===== src/rtl/srmem_drain.sv =====
// Read-side drain for the shift-register memory banks: pops one column at a time,
// streams its valid lanes lowest-first over valid/ready, then hands back for the next batch.
module srmem_drain #(
    parameter int NUM_RDPORT = 1,
    parameter int DATA_BW    = 8,
    parameter int CNT_BW     = 16,
    localparam int LANE_BW   = (NUM_RDPORT > 1) ? $clog2(NUM_RDPORT) : 1
) (
    input  logic                              clk,
    input  logic                              rst,
    input  logic [NUM_RDPORT*(DATA_BW+1)-1:0] dout_list,
    input  logic                              rdvalid,
    input  logic                              rdlast,
    input  logic                              rdend,
    output logic                              req_pop,
    output logic                              req_newdata,
    output logic                              out_valid,
    input  logic                              out_ready,
    output logic [DATA_BW-1:0]                out_data,
    output logic [LANE_BW-1:0]                out_lane,
    output logic                              out_last,
    output logic [CNT_BW-1:0]                 elem_cnt,
    output logic                              busy
);

    // Output stream handshake: an element transfers on a cycle where out_valid and
    // out_ready are both high; while out_valid is high and out_ready low, out_data,
    // out_lane and out_last stay constant and out_valid does not drop.

    typedef enum logic [1:0] {
        IDLE = 2'd0,
        SCAN = 2'd1,
        DONE = 2'd2
    } state_t;

    state_t                          state;
    state_t                          state_next;
    logic [NUM_RDPORT*DATA_BW-1:0]   col_q;
    logic [NUM_RDPORT-1:0]           mask_q;
    logic                            last_q;

    logic [NUM_RDPORT*DATA_BW-1:0]   cap_data;
    logic [NUM_RDPORT-1:0]           cap_mask;
    logic [NUM_RDPORT-1:0]           low_oh;
    logic [NUM_RDPORT-1:0]           mask_next;
    logic [DATA_BW-1:0]              sel_data;
    logic [LANE_BW-1:0]              sel_lane;
    logic                            any_pending;
    logic                            single_pending;
    logic                            fire;
    logic                            load;
    logic                            clr_cnt;
    logic                            scan_valid;

    // Split the incoming column into packed payloads and a lane-valid mask.
    always_comb begin
        cap_data = '0;
        cap_mask = '0;
        for (int i = 0; i < NUM_RDPORT; i++) begin
            cap_mask[i]                    = dout_list[i*(DATA_BW+1) + DATA_BW];
            cap_data[i*DATA_BW +: DATA_BW] = dout_list[i*(DATA_BW+1) +: DATA_BW];
        end
    end

    // Isolate the lowest pending lane with two's-complement masking.
    assign low_oh         = mask_q & (~mask_q + NUM_RDPORT'(1));
    assign any_pending    = |mask_q;
    assign single_pending = any_pending && ((mask_q & (mask_q - NUM_RDPORT'(1))) == '0);

    always_comb begin
        sel_data = '0;
        sel_lane = '0;
        for (int i = 0; i < NUM_RDPORT; i++) begin
            if (low_oh[i]) begin
                sel_data = col_q[i*DATA_BW +: DATA_BW];
                sel_lane = LANE_BW'(i);
            end
        end
    end

    assign mask_next = fire ? (mask_q & ~low_oh) : mask_q;

    always_comb begin
        state_next  = state;
        req_pop     = 1'b0;
        req_newdata = 1'b0;
        scan_valid  = 1'b0;
        fire        = 1'b0;
        load        = 1'b0;
        clr_cnt     = 1'b0;
        case (state)
            IDLE: begin
                if (rdvalid) begin
                    req_pop    = 1'b1;
                    load       = 1'b1;
                    state_next = SCAN;
                end
            end
            SCAN: begin
                scan_valid = any_pending;
                fire       = any_pending && out_ready;
                if (mask_next == '0) begin
                    state_next = last_q ? DONE : IDLE;
                end
            end
            DONE: begin
                if (rdend) begin
                    req_newdata = 1'b1;
                    clr_cnt     = 1'b1;
                    state_next  = IDLE;
                end
            end
            default: state_next = IDLE;
        endcase
        // Nothing is requested or offered while reset is applied.
        if (rst) begin
            req_pop     = 1'b0;
            req_newdata = 1'b0;
            scan_valid  = 1'b0;
        end
    end

    assign out_valid = scan_valid;
    assign out_data  = scan_valid ? sel_data : '0;
    assign out_lane  = scan_valid ? sel_lane : '0;
    assign out_last  = scan_valid && last_q && single_pending;
    assign busy      = (state != IDLE);

    always_ff @(posedge clk) begin
        if (rst) begin
            state    <= IDLE;
            col_q    <= '0;
            mask_q   <= '0;
            last_q   <= 1'b0;
            elem_cnt <= '0;
        end else begin
            state <= state_next;
            if (load) begin
                col_q  <= cap_data;
                mask_q <= cap_mask;
                last_q <= rdlast;
            end else begin
                mask_q <= mask_next;
            end
            // Count saturates so a runaway batch cannot wrap back to small values.
            if (clr_cnt) begin
                elem_cnt <= '0;
            end else if (fire && (elem_cnt != '1)) begin
                elem_cnt <= elem_cnt + CNT_BW'(1);
            end
        end
    end

endmodule


===== config.mk =====
export PLATFORM = sky130hd
export DESIGN_NAME = srmem_drain
export DESIGN_NICKNAME = d
export VERILOG_FILES = /design/src/rtl/srmem_drain.sv
export SDC_FILE = /design/constraint.sdc
export NUM_CORES = 1
export LEC_CHECK = 0
export ABC_AREA = 1
export CORE_AREA = 2 2 80 51
export CTS_CLUSTER_SIZE = 30
export DETAILED_ROUTE_END_ITERATION = 12
export DIE_AREA = 0 0 82 53
export GPL_ROUTABILITY_DRIVEN = 0
export PLACE_DENSITY = 0.74
export SYNTH_ARGS = -nofsm -noshare
export SYNTH_HDL_FRONTEND = slang
export SYNTH_SLANG_ARGS = --single-unit

===== constraint.sdc =====
create_clock -name clk -period 1.5 [get_ports clk]
set_clock_uncertainty 0.1 [all_clocks]
set_input_delay 0.225 -clock clk [delete_from_list [all_inputs] [get_ports clk]]
set_output_delay 0.225 -clock clk [all_outputs]
set_load 0.01 [all_outputs]

# --- Word level (Yosys, flattened, before mapping) ---
# Index checks and enable logic that the tools add are counted.
word_totals:
  output_inout_bits: 30
  in_bits: 15
  regBits: 28
  wordCells: 47
op_classes:
  eq_ne: 6
  mux: 18
  n_reduce_logical: 9
  add_sub_neg: 3
  bitwise: 6
ops:
  columns: ["operator", "count"]
  rows:
  - ["16-bit by 1-bit adder with 16-bit output, second input constant", 1]
  - ["8-bit 2-to-1 mux", 2]
  - ["16-bit inequality test, second input constant", 1]
  - ["1-bit 2-to-1 mux", 11]
  - ["2-bit 2-to-1 mux", 4]
  - ["2-bit inequality test, second input constant", 3]
  - ["2-bit one-hot mux with 3 select lines", 1]
  - ["1-bit logical AND", 5]
  - ["1-bit bitwise AND", 3]
  - ["1-bit inverter", 3]
  - ["3-bit AND reduction", 1]
  - ["2-bit by 1-bit == test with 1-bit output, second input constant", 1]
  - ["2-bit == test, second input constant", 1]
  - ["2-bit zero test", 1]
  - ["2-bit nonzero test", 1]
  - ["2-bit OR reduction", 1]
  - ["1-bit adder, second input constant", 1]
  - ["1-bit subtractor, second input constant", 1]

# --- Longest topological paths before layout ---
logic_depth:
  word_depth: 8
  depth_mapped: 9
  depth_no_buf: 9

# --- Worst setup path before layout ---
# Ideal clock, no wire load.
synth_timing:
  path_type: "register to register"
  from: "register elem_cnt[0]"
  to: "register elem_cnt[11]"
  t_arrival_ns: 1.395
  slack_ns: -0.110
  n_path_buf: 0
  path_stages_with_launch: 9
  synth_period_minus_slack_ns: 1.610
  required_time_ns: 1.285
  setup_time_ns: 0.115
  cell_sequence: "dfxtp_1 ha_1 nand2_1 nor2_1 nand2_2 nor2_4 nor2_1 a21oi_1 nor2_1"
synth_between:
  elab_chain_len: 2
  elab_cells_between_ends: 3
  cone_classes: "add/sub: 1; eq/ne: 1; reduce/logical: 1"
synth_rtl:
  columns: ["item", "line_no", "text"]
  rows:
  - ["from (decl)", "22", "output logic [CNT_BW-1:0] elem_cnt,"]
  - ["from (signal assigned)", "149", "elem_cnt <= elem_cnt + CNT_BW'(1);"]
  - ["parallel branches: the longest is 2 deep, another holds 16-bit by 1-bit adder with 16-bit output", null, null]
# Parallel ways; which one is timed is not known.
# A chain may end at the register's enable or synchronous reset.

# --- Worst setup path in the final report ---
layout_timing:
  from: "register state[1]"
  to: "output port out_data[4]"
layout_between:
  elab_chain_len: 4
layout_rtl:
  columns: ["item", "line_no", "text"]
  rows:
  - ["from (decl)", "36", "state_t state;"]
  - ["from (signal assigned)", "137", "state <= state_next;"]
  - ["2-bit by 1-bit == test with 1-bit output", "91", "case (state)"]
  - ["1-bit 2-to-1 mux", "91", null]
  - ["1-bit 2-to-1 mux", "116", "if (rst) begin"]
  - ["8-bit 2-to-1 mux", "124", "assign out_data = scan_valid ? sel_data : '0;"]
  - ["to (decl)", "19", "output logic [DATA_BW-1:0] out_data,"]
# No other way between the ends.

==> impl_metrics.toml <==
[route]
drtAntennaViolNets = 0
drt_iter0_drc = 102
vias_per_cell = 5.12
dr.pass1.iters = 7
drcViolationCount = 0
vias = 1843
wl_per_cell_um = 15.1
wirelength_mm = 5.43

[die]
num_io_pins = 45
core-area_um2 = 3570
die_area_um2 = 4350
die_w_um = 82
start_util_pct = 41.2
die_y_um = 53
rows = 17

[cts]
cts.sinks = 28
cts_made_buffers = 3
cts_tree = "done"
cts-htree-levels = 1
cts_root_buf = "clkbuf_8"
clk_pin_slew_ns = 0.10
clkLatencyLatePin_ns = 0.28
cts_buffer_depth = 2

[synthesis]
synth_top_area_share_pct = 38.1
netlist_area_um2 = 1470
synth.avg_cell_area_um2 = 6.60
yosys_warnings = 0
ys_ff_latch = 28
yosysTopAreaCell = "dfxtp_1"
syn-num-nets = 239
synthCells = 223
synth.distinct_cells = 28
ys_seq_area_share_pct = 38.1
synth_area_leaders = "dfxtp_1 38%, nand2_1 17%, nor2_1 9.9%"

[global_route]
grt_overflow = 0
grt_pass1_vias = 1502
grt_start_max_net_pins = 16
grt_pass1_wl_mm = 7.09
grt_antenna_before_repair = 0
track_usage_pct = 21.6

[placement]
placed_cell_area_um2 = 2210
dp_slack_ns = -0.512
hpwl_mm = 3.09
portBuffers = 43
dp.cells = 343

[power_and_ir_drop]
p_int_mw = 1.08
p_total_mw = 1.43
switching_share_pct = 24.0
p_comb_share_pct = 12.5
ir_drop_v = 0.000402
p_clk_share_pct = 33.4
powerDensity_nw_per_um2 = 555
p_sw_uw = 342
p_leak_nw = 1.07
share_seq_of_total_power_pct = 54.1

[cells_and_area]
antenna_cells = 0
final_nets = 330
utilization_pct = 71.9
drive_gt1_share_pct = 45.4
area_growth_pct = 74.7
fin_cells = 360
stdcell_area_um2 = 2570

[setup_path]
crit_buf_inv = 5
critPathMaxFanout = 4
critPathKind = "reg -> out"
critical_path_arrival_ns = 1.43
crit_path_top_delay_cell = "dfxtp_2"
end_kind = "output pin"
start_kind = "flip-flop"
worstReg2RegEnd = "elem_cnt[12]"
rr_worst_depth = 9
crit_chain = "inv_2 -> nand2_2 -> inv_2 -> nand2_2 -> nor2_4 -> buf_6 -> inv_4 -> nor2_1 -> buf_2"
path_delay_family = "buffers and inverters"
critPathRequiredTime_ns = 1.17
crit_path_max_incr_delay_ns = 0.34
rr_startpoint = "any_pending"
path_depth = 9
ff2ff_setup_slack_ns = -0.08

[timing]
final_hold_viol_count = 0
setup_viol = 27
period_minus_slack_ns = 1.76
rsz0062_at_grt = "yes"
fin_hold_ws_ns = 0.385
finalCritPeriodShare_pct = 117
tns_ns = -2.54
worst_slack_ns = -0.257
max_freq_ghz = 0.569
maxSlewViolCount = 0

[hold_path]
hp-start = "col_q[2]"
min_path_cells = 2
hold_end = "col_q[2]"
hold_path.class = "reg -> reg"

[run_status]
status = "finished with violations"
violations = "setup timing"

[flow_run]
drv_cap = 0
-- cell usage after synthesis (all sizes together) --
master,count
nand2,68
nor2,45
dfxtp,28
inv,24
o21ai,15
a21oi,14
nand3,12
nand4,3
xor2,3
buf,2
clkbuf,1
clkinv,1
conb,1
ha,1
nor3,1
nor3b,1
o211ai,1
o22ai,1
xnor2,1
-- power by group through the flow --
stage	combinational, mW	sequential, mW	clock, mW
3_3_place_gp	0.138	0.786	0
4_1_cts	0.155	0.770	0.483
2_1_floorplan	0.0560	0.787	0
6_report	0.179	0.772	0.477
5_1_grt	0.191	0.773	0.527
3_5_place_dp	0.140	0.787	0
-- sequential cells by signal, summed over array words and instances (netlist names) --
register and cells:
state 2, any_pending 1, last_q 1, elem_cnt 16, col_q 8
-- metal layers --
metal,routed length [um],vias up,GRT usage [%]
li1,-,878,-
met1,2380,868,30.7
met2,2580,78,33.3
met3,374,19,4.95
met4,102,0,4.17
met5,0,-,0
-- cells by family after synthesis --
| kind of cell | synth area share, % |
|---|---|
| xor+xnor | 2.38 |
| compound gates | 11.6 |
| buf+inv | 7.48 |
| flops | 38.1 |
| simple gates | 39.4 |
| fa+ha+maj | 0.850 |
| other cells | 0.255 |
-- placed cells by master, fill, tap and decap left out, types with 2 or more instances in the layout --
cell type        netlist  routed
a21oi_1               14       7
a21oi_2                0       7
buf_2                  1       8
buf_4                  1      39
buf_6                  0      10
clkbuf_8               0       4
clkdlybuf4s50_1        0      14
dfxtp_1               28      12
dfxtp_2                0      16
dlygate4sd2_1          0      16
inv_1                 24      19
inv_2                  0       5
nand2_1               65      54
nand2_2                2      13
nand3_1               11       4
nand3_2                1       6
nand3_4                0       2
nand4_1                2       2
nor2_1                39      22
nor2_2                 1       9
nor2_4                 5      14
o21ai_0               13      12
xor2_1                 3       3
-- cell type report --
class	count	area, um2
repair buffers	88	746
repair inverters	1	6.26
multi-input cells	167	1020
well taps	47	58.8
fillers	261	1000
flip-flops and latches	28	581
inverters	25	101
clock buffers	4	55.1
-- repair_timing --
action / 4_1_cts / 5_1_grt
hold buffers: 0 / 0
gates cloned: 1 / 0
resized for setup: 110 / 49
pin swaps: 16 / 32
hold endpoints to repair: 0 / 0
buffers inserted: 9 / 6
setup endpoints to repair: 40 / 33
-- worst max-delay path by stage --
stage                  end     start  slack [ns]
3_5_place_dp   out_data[7]       rst       -0.51
2_1_floorplan  out_data[0]  state[1]        0.01
5_1_grt        out_data[4]  state[1]       -0.29
6_report       out_data[4]  state[1]       -0.26
3_3_place_gp   out_data[2]       rst       -0.43
4_1_cts        out_data[3]  state[1]       -0.19
-- tightest hold or removal path: stages, from the launching register on --
cell and delay [ns]:
dfxtp_1 0.30, inv_1 0.06, o21ai_0 0.08
Note: power is estimated with default switching activity, not from simulation.
==> variant: new RTL, config.mk and constraints unchanged <==
Reset style: asynchronous (`rst`), changed in one clocked block.
--- a/src/rtl/srmem_drain.sv
+++ b/src/rtl/srmem_drain.sv
@@ -127,5 +127,5 @@
     assign busy      = (state != IDLE);
 
-    always_ff @(posedge clk) begin
+    always_ff @(posedge clk or posedge rst) begin
         if (rst) begin
             state    <= IDLE;
Formal check against the unedited RTL: differs if rst is asserted again (counterexample within 4 cycles, from zero or initial values and one cycle with rst high); with rst held inactive, the same outputs for 10 cycles.
==> variant against the original RTL <==
The run still ends with setup timing left. Sequential share of layout area grew 3.7 points. Routed wire length fell by 14%. Critical endpoint unchanged. Critical path type unchanged. Worst setup slack worse by 29 ps. Fmax decreased by 1.6%. Area after synthesis is 5.4% higher. Final area increased by 4.5%. Sequential cell count unchanged. Largest cell class unchanged.
Power is not compared: it rests on default switching activity, and its combinational part moved more than twofold at a synthesized area within 25%.
==> variant: results <==
<?xml version="1.0" encoding="UTF-8"?>
<metrics>
  <group name="status">
    <metric name="status" unit="">finished with violations</metric>
    <metric name="violations" unit="">setup timing</metric>
  </group>
  <group name="power">
    <metric name="vdd.ir_drop.worst" unit="mV">0.771</metric>
    <metric name="power_leakage" unit="nW">1.51</metric>
  </group>
  <group name="route">
    <metric name="route.detailed.vias_per_inst" unit="">4.78</metric>
    <metric name="route.final.wire_length" unit="mm">4.65</metric>
    <metric name="via_count" unit="">1689</metric>
    <metric name="drt_pre_antenna_iters" unit="">4</metric>
    <metric name="dr.first_iter.drc_count" unit="">81</metric>
  </group>
  <group name="clock_tree">
    <metric name="cts-root-to-sink-buffers" unit="">2</metric>
    <metric name="worstSkewPairLatency" unit="ps">280</metric>
    <metric name="cts-htree-levels" unit="">1</metric>
    <metric name="clock_slew_seen_by_the_registers_of_the_worst_setup_and_hold_paths" unit="ps">100</metric>
    <metric name="cts_made_buffers" unit="">3</metric>
    <metric name="clockRootBuffer" unit="">sky130_fd_sc_hd__clkbuf_8</metric>
  </group>
  <group name="timing">
    <metric name="finalSetupViolCount" unit="">31</metric>
    <metric name="layout_setup_ws" unit="ps">-286</metric>
  </group>
  <group name="placement">
    <metric name="place_ws" unit="ps">-474</metric>
    <metric name="dp_cells" unit="">327</metric>
    <metric name="place_hpwl" unit="mm">2.92</metric>
    <metric name="port-buffer-count" unit="">43</metric>
  </group>
  <group name="global_route">
    <metric name="grt_pass1_vias" unit="">1590</metric>
    <metric name="grt_max_degree" unit="">29</metric>
    <metric name="grt_pass1_wl" unit="mm">7.47</metric>
    <metric name="grtUsageTotal" unit="">0.230</metric>
    <metric name="antenna_found_initial" unit="">0</metric>
  </group>
  <group name="cells_and_area">
    <metric name="layout_cell_share_with_drive_strength_beyond_1" unit="">0.435</metric>
    <metric name="nNetsFinal" unit="">323</metric>
    <metric name="antenna_cells" unit="">0</metric>
    <metric name="layout_top_registers" unit="">elem_cnt x16, col_q x8, state x2</metric>
  </group>
  <group name="synthesis">
    <metric name="synth.distinct_cells" unit="">25</metric>
    <metric name="synth_nets" unit="">229</metric>
    <metric name="yosys_warnings" unit="">0</metric>
    <metric name="yosys-top-cells-area" unit="">sky130_fd_sc_hd__dfrtp_1 45%, sky130_fd_sc_hd__nand2_1 14%, sky130_fd_sc_hd__nor2_1 9.9%</metric>
    <metric name="synth-seq-area-share" unit="">0.452</metric>
    <metric name="postSynthCellCount" unit="">213</metric>
    <metric name="synth-async-reset-ratio" unit="">1.00</metric>
    <metric name="post_synth_most_frequent_cells" unit="">58 x sky130_fd_sc_hd__nand2_1, 41 x sky130_fd_sc_hd__nor2_1, 28 x sky130_fd_sc_hd__dfrtp_1</metric>
  </group>
  <group name="hold_path">
    <metric name="min_path_type" unit="">input port to asynchronous set/reset pin</metric>
  </group>
  <group name="critical_path">
    <metric name="critical_path_peak_fanout" unit="">5</metric>
  </group>
</metrics>
[variant: cell types whose count changed in the layout (fill, tap and decap cells not counted), sizes merged, moves of 2 or more]
cell          before  now
nand3             12    9
dfxtp             28    0
or2                0    3
dlymetal6s2s       0    3
dfrtp              0   28
nor3               1    3
nand2             68   62
a21oi             14   12
dlygate4sd2       16   12
o21ai             15    5
buf               58   62
[variant: critical path: stages (launching register included)]
cell and delay, ps:
sky130_fd_sc_hd__dfrtp_1 400, sky130_fd_sc_hd__inv_2 70, sky130_fd_sc_hd__nand2_2 60, sky130_fd_sc_hd__nor2_2 100, sky130_fd_sc_hd__inv_2 60, sky130_fd_sc_hd__nor2_4 160
sky130_fd_sc_hd__clkinv_4 120, sky130_fd_sc_hd__nor2_1 90, sky130_fd_sc_hd__buf_2 130
[variant: through the flow]
stage	power [mW]	TNS, ps	area [sq um]	hold WS, ps
after floorplan	1.62	-202	1570	190
after global placement	2.15	-6860	2270	395
after detailed placement	2.18	-7580	2270	409
after CTS	2.77	-3440	2520	403
after global routing	3.08	-5930	2690	421
final	2.90	-3870	2690	398
[variant: power by group]
group | total (mW) | switching [mW] | internal [mW]
logic | 1.39 | 0.733 | 0.657
clock network | 0.477 | 0.241 | 0.235
registers | 1.04 | 0.0857 | 0.951
[variant: layer usage]
metal  track usage  share of wire  vias up
li1              -              -      843
met1         0.330           0.48      812
met2         0.363           0.48       30
met3        0.0495          0.033        4
met4        0.0361         0.0064        0
met5             0              0        -
[variant: kinds of logic (layout without fill, tap and decap cells)]
| logic type | after synthesis | after routing | share of synthesized area |
|---|---|---|---|
| and+or+nand+nor | 127 | 127 | 0.349 |
| buffers and inverters | 31 | 124 | 0.0872 |
| DFF | 28 | 28 | 0.452 |
| AOI/OAI and AO/OA | 20 | 20 | 0.0726 |
| xor gates and xnor gates | 5 | 5 | 0.0282 |
| adders and majority gates | 1 | 1 | 0.00807 |
| other | 1 | 1 | 0.00242 |
[variant: layout make-up]
type / instances / area, sq um
inverters: 26 / 110
well taps: 47 / 58.8
repair buffers: 93 / 808
fillers: 275 / 887
multi-input cells: 154 / 942
clock buffers: 4 / 55.1
flip-flops and latches: 28 / 706
repair inverters: 1 / 6.26
[variant: final timing paths]
path	start	to	slack, ps	depth (start not counted)
max reg2reg	state[1]	state[1]	-260	11
max in group asynchronous	rst	elem_cnt[10]	740	4
min	rst	state[1]	400	4
max	state[1]	out_data[4]	-290	8
min reg2reg	col_q[4]	col_q[4]	430	2
min in group clk	dout_list[2]	col_q[2]	420	3
[variant: what timing repair did]
action / CTS / global route
endpoints found under the setup margin: 45 / 34
setup buffers: 18 / 3
gates cloned: 2 / 0
hold endpoints to repair: 0 / 0
pin swaps: 7 / 26
resized for setup: 93 / 58
